## src/rtl/ir_nec_tx.sv

```systemverilog
// NEC infrared frame transmitter.
// Accepts a 32-bit payload and sends lead mark/space, 32 pulse-distance bits
// (LSB first), a stop mark and an idle gap, with the marks modulated onto a
// square carrier. ready drops for the whole frame, and done pulses once on
// return to idle.
module ir_nec_tx #(
    parameter int TICKS_PER_UNIT = 28125,
    parameter int CARRIER_DIV    = 1316,
    parameter int GAP_UNITS      = 72
) (
    input  logic        clk,
    input  logic        rst,
    input  logic [31:0] data,
    input  logic        valid,
    output logic        ready,
    output logic        ir_out,
    output logic        envelope,
    output logic        done
);

    localparam int TICK_W    = $clog2(TICKS_PER_UNIT);
    localparam int CAR_W     = $clog2(CARRIER_DIV);
    localparam int MAX_UNITS = (GAP_UNITS > 16) ? GAP_UNITS : 16;
    localparam int UNIT_W    = $clog2(MAX_UNITS + 1);

    localparam logic [TICK_W-1:0] TICK_LAST = TICK_W'(TICKS_PER_UNIT - 1);
    localparam logic [CAR_W-1:0]  CAR_LAST  = CAR_W'(CARRIER_DIV - 1);
    localparam logic [CAR_W-1:0]  CAR_HALF  = CAR_W'(CARRIER_DIV / 2);

    typedef enum logic [2:0] {
        IDLE,
        LEAD_MARK,
        LEAD_SPACE,
        BIT_MARK,
        BIT_SPACE,
        STOP_MARK,
        GAP
    } state_t;

    state_t              state;
    state_t              next_state;
    logic [TICK_W-1:0]   tick_cnt;
    logic [UNIT_W-1:0]   unit_cnt;
    logic [UNIT_W-1:0]   unit_len;
    logic [CAR_W-1:0]    carrier_cnt;
    logic [4:0]          bit_idx;
    logic [31:0]         data_q;
    logic                state_end;

    // Length of the current state in NEC units; a bit space stretches for a one.
    always_comb begin
        unit_len = UNIT_W'(1);
        case (state)
            LEAD_MARK:  unit_len = UNIT_W'(16);
            LEAD_SPACE: unit_len = UNIT_W'(8);
            BIT_SPACE:  unit_len = data_q[bit_idx] ? UNIT_W'(3) : UNIT_W'(1);
            GAP:        unit_len = UNIT_W'(GAP_UNITS);
            default:    unit_len = UNIT_W'(1);
        endcase
    end

    assign state_end = (tick_cnt == TICK_LAST) && (unit_cnt == unit_len - UNIT_W'(1));

    // State register; reset returns straight to idle and aborts any frame.
    always_ff @(posedge clk or posedge rst) begin
        if (rst) begin
            state <= IDLE;
        end else begin
            state <= next_state;
        end
    end

    // Frame sequencing plus the state-decoded ready/envelope/ir_out outputs.
    always_comb begin
        next_state = state;
        ready      = 1'b0;
        envelope   = 1'b0;
        ir_out     = 1'b0;
        case (state)
            IDLE: begin
                ready = 1'b1;
                if (valid) next_state = LEAD_MARK;
            end
            LEAD_MARK: begin
                envelope = 1'b1;
                if (state_end) next_state = LEAD_SPACE;
            end
            LEAD_SPACE: begin
                if (state_end) next_state = BIT_MARK;
            end
            BIT_MARK: begin
                envelope = 1'b1;
                if (state_end) next_state = BIT_SPACE;
            end
            BIT_SPACE: begin
                if (state_end) next_state = (bit_idx == 5'd31) ? STOP_MARK : BIT_MARK;
            end
            STOP_MARK: begin
                envelope = 1'b1;
                if (state_end) next_state = GAP;
            end
            GAP: begin
                if (state_end) next_state = IDLE;
            end
            default: next_state = IDLE;
        endcase
        ir_out = envelope && (carrier_cnt < CAR_HALF);
    end

    // Tick/unit timers, bit index and payload latch; timers clear on every state change.
    always_ff @(posedge clk or posedge rst) begin
        if (rst) begin
            tick_cnt <= '0;
            unit_cnt <= '0;
            bit_idx  <= '0;
            data_q   <= '0;
        end else if (state == IDLE) begin
            tick_cnt <= '0;
            unit_cnt <= '0;
            bit_idx  <= '0;
            if (valid) data_q <= data;
        end else if (state_end) begin
            tick_cnt <= '0;
            unit_cnt <= '0;
            if (state == BIT_SPACE) bit_idx <= bit_idx + 5'd1;
        end else if (tick_cnt == TICK_LAST) begin
            tick_cnt <= '0;
            unit_cnt <= unit_cnt + UNIT_W'(1);
        end else begin
            tick_cnt <= tick_cnt + TICK_W'(1);
        end
    end

    // Carrier phase counter, held at zero outside marks so each mark starts high.
    always_ff @(posedge clk or posedge rst) begin
        if (rst) begin
            carrier_cnt <= '0;
        end else if (envelope && !state_end) begin
            carrier_cnt <= (carrier_cnt == CAR_LAST) ? '0 : carrier_cnt + CAR_W'(1);
        end else begin
            carrier_cnt <= '0;
        end
    end

    // done fires in the first idle cycle after the gap expires.
    always_ff @(posedge clk or posedge rst) begin
        if (rst) begin
            done <= 1'b0;
        end else begin
            done <= (state == GAP) && state_end;
        end
    end

endmodule

```

## config.mk

```make
export PLATFORM = sky130hd
export DESIGN_NAME = ir_nec_tx
export DESIGN_NICKNAME = d
export VERILOG_FILES = /design/src/rtl/ir_nec_tx.sv
export SDC_FILE = /design/constraint.sdc
export NUM_CORES = 1
export LEC_CHECK = 0
export CORE_MARGIN = 1
export CORE_UTILIZATION = 60
export CTS_CLUSTER_SIZE = 12
export DETAILED_ROUTE_END_ITERATION = 10
export PLACE_DENSITY_LB_ADDON = 0.12
export SLEW_MARGIN = 20
export SYNTH_ARGS = -nofsm -noshare
export SYNTH_HDL_FRONTEND = slang
export SYNTH_SLANG_ARGS = --single-unit
```

## constraint.sdc

```tcl
create_clock -name clk -period 5.1 [get_ports clk]
set_input_delay 1.53 -clock clk [delete_from_list [all_inputs] [get_ports clk]]
set_output_delay 1.53 -clock clk [all_outputs]
set_load 0.01 [all_outputs]
```

==> impl_metrics.toml <==
[clocking]
holdBufCountCts = 0
clock_sinks = 74
cts_buffers = 9
clkTransAtPathRegs_ns = 0.08
clock_latency_ns = 0.35
root_buffer = "clkbuf_8"
cts_resized = 0
cts_max_level = 3
cts_buffer_depth = 2
cts_tree = "built"
post_cts_buffers = 0

[die]
rows = 28
ios = 39
initial_core_util = 0.635
die_y_um = 81.8
die-width_um = 81.8
coreArea_sq_um = 6030
die_area_sq_um = 6700

[final_layout]
fillers = 428
seqCellArea_sq_um = 1850
synthToLayoutAreaGrowth_pct = 17.2
multi_input_area_sq_um = 1840
nNetsFinal = 429
fin_util = 0.744
layout-drive-gt1-share = 0.162
num_antenna_cells = 0

[pwr]
peakVddDrop_v = 0.000239
clockPowerShare = 0.355
p_comb_frac = 0.143
p_int_uw = 1120
seqPwrFrac = 0.502
p_sw_frac = 0.265
p_leak_uw = 0.00187
p_per_area_nw_per_um2 = 339
switching_power_uw = 403

[worst_setup_path]
crit_path_max_fanout = 14
arrival_ns = 4.41
worstSetupPathType = "register to register"
path_cells = "mux4_2, mux2i_1, o21ai_1, a21oi_1, or4_1, ha_1, ha_1, xnor2_1, nor4_1, o2111ai_2, maj3_1, a22o_1"
worstSetupEndpointType = "register"
crit_path_start_kind = "register"
crit_top_cell = "ha_1"
slowest_stage = "dfrtp_1"
reg2regPathDepth = 12
critPathTopFamily = "adder cells"
cp.required_ns = 5.33
cp.depth = 12
crit_buf_inv = 0
cpPeakStageDelay_ns = 0.68

[synthesis]
ys_seq_area_frac = 0.484
async_reset_ff_frac = 1.00
synth_top_area_cell = "dfrtp_1"
ys.flop_type = "dfrtp_1"
synthCells = 346
synth.distinct_cells = 50
syn_avg_cell_area_sq_um = 11.1
yosys_warnings = 0
syn-num-nets = 389
synth_edf_count = 0
synth.area.top_cells = "dfrtp_1 48%, mux2_2 8.0%, mux4_2 4.7%"
syn-cell-area_sq_um = 3820
ys_ff_latch = 74
synth_top_area_share = 0.484

[grt]
track_usage = 0.263
grt.overflow.total = 0
grt_pass1_vias = 2753
grt_max_degree = 36
grt_pass1_wl_um = 13000
antenna_found_initial = 0

[placement]
hpwl_um = 5150
port_buffers = 38
routabilityCongestion = 0.812

[route]
first_pass_iters = 5
ant_nets = 0
drc = 0
drtIter0Drc = 189
num_vias = 2812
drt_wl_total_um = 7870
via_per_inst = 6.05
post_drt_wl_per_cell_um = 16.9

[sta]
slew_viol_final = 0
finClkSkew_ns = 0.00567
setup_tns_ns = 0
hold_viol_final = 0
max-slew-margin-rel = 0.536
fmax_ghz = 0.240
setup_violations = 0
fin_crit_ns = 4.17
min_period_over_period = 0.818
rsz0062_at_grt = "no"
worst_pin_slew_ns = 0.695

[min_path]
worstHoldPathCells = 1
min_path_type = "register to register"

[run_status]
status = "finished clean"

[run]
cap_violations = 0
-- final timing paths --
check                                  startpoint                     to  slack, ns
setup / recovery           bit_idx[1]$_DFFE_PP0P_   state[1]$_DFFE_PP0P_       0.93
hold / removal              data_q[8]$_DFFE_PP0P_  data_q[8]$_DFFE_PP0P_       0.50
setup reg to reg           bit_idx[1]$_DFFE_PP0P_   state[1]$_DFFE_PP0P_       0.93
hold reg to reg             data_q[8]$_DFFE_PP0P_  data_q[8]$_DFFE_PP0P_       0.50
max in group asynchronous                     rst   state[2]$_DFFE_PP0P_       2.75
min in group asynchronous                     rst  tick_cnt[4]$_DFF_PP0_       1.61
-- layout by cell type, fill, tap and decap left out, drive strengths merged, types with 10 or more instances in the layout --
| master | count |
|---|---|
| dfrtp | 74 |
| nor2 | 39 |
| clkdlybuf4s50 | 38 |
| mux2 | 32 |
| nand2 | 23 |
| nand3 | 20 |
| xor2 | 15 |
| inv | 15 |
| xnor2 | 14 |
| nor3 | 10 |
| clkbuf | 10 |
| o21ai | 10 |
-- power groups by stage --
stage | Combinational, uW | Clock [uW] | Sequential (uW)
final | 217 | 540 | 762
after floorplan | 159 | 0 | 744
after CTS | 220 | 545 | 761
after global routing | 247 | 574 | 778
after detailed placement | 212 | 0 | 769
after global placement | 204 | 0 | 766
-- per-layer routing --
layer	global-route usage	up-vias	part of all wire
li1	-	1304	-
met5	0	-	0
met1	0.369	1412	0.45
met4	0.104	0	0.015
met2	0.412	85	0.50
met3	0.0389	11	0.041
-- sequential cells by signal, summed over array words and instances (netlist names) --
signal	flops
unit_cnt	7
carrier_cnt	11
done	1
state	3
tick_cnt	15
bit_idx	5
data_q	32
-- synth_stat cells, types with 3 or more instances --
cell / number
a21oi_1: 9
and3_1: 7
buf_2: 6
buf_4: 4
dfrtp_1: 74
ha_1: 8
inv_1: 14
mux2_1: 5
mux2_2: 27
mux4_2: 8
nand2_1: 23
nand3_1: 20
nand4_1: 5
nor2_1: 39
nor3_1: 9
nor4_1: 5
o21ai_0: 7
o21ai_1: 3
or4_1: 6
xnor2_1: 14
xor2_1: 15
-- through the flow --
step	hold WS (ns)	power, uW	instance area, sq um	std cells	worst slack, ns
6_report	0.502	1520	4480	465	0.928
5_1_grt	0.516	1600	4480	465	0.675
4_1_cts	0.499	1530	4480	465	0.963
3_5_place_dp	0.482	981	4250	450	1.11
3_3_place_gp	0.477	970	4250	450	1.25
2_1_floorplan	0.452	903	3820	346	1.69
-- kinds of logic (layout without fill, tap and decap cells) --
| kind of cell | Yosys count | count (layout) | synth area share |
|---|---|---|---|
| and+or+nand+nor | 129 | 129 | 0.173 |
| DFF | 74 | 74 | 0.484 |
| muxes | 41 | 41 | 0.144 |
| AOI/OAI and AO/OA | 36 | 36 | 0.0684 |
| xor gates and xnor gates | 29 | 29 | 0.0664 |
| buffers and inverters | 28 | 72 | 0.0353 |
| adders and majority gates | 9 | 9 | 0.0288 |
-- area by class of cell --
type | count | share of cell area
clock inverter | 5 | 0.0232
sequential | 74 | 0.413
multi-input combinational | 244 | 0.410
tap | 75 | 0.0209
clock buffer | 10 | 0.0285
timing repair buffer | 42 | 0.0916
inverter | 15 | 0.0126
Note: power is estimated with default switching activity, not from simulation.
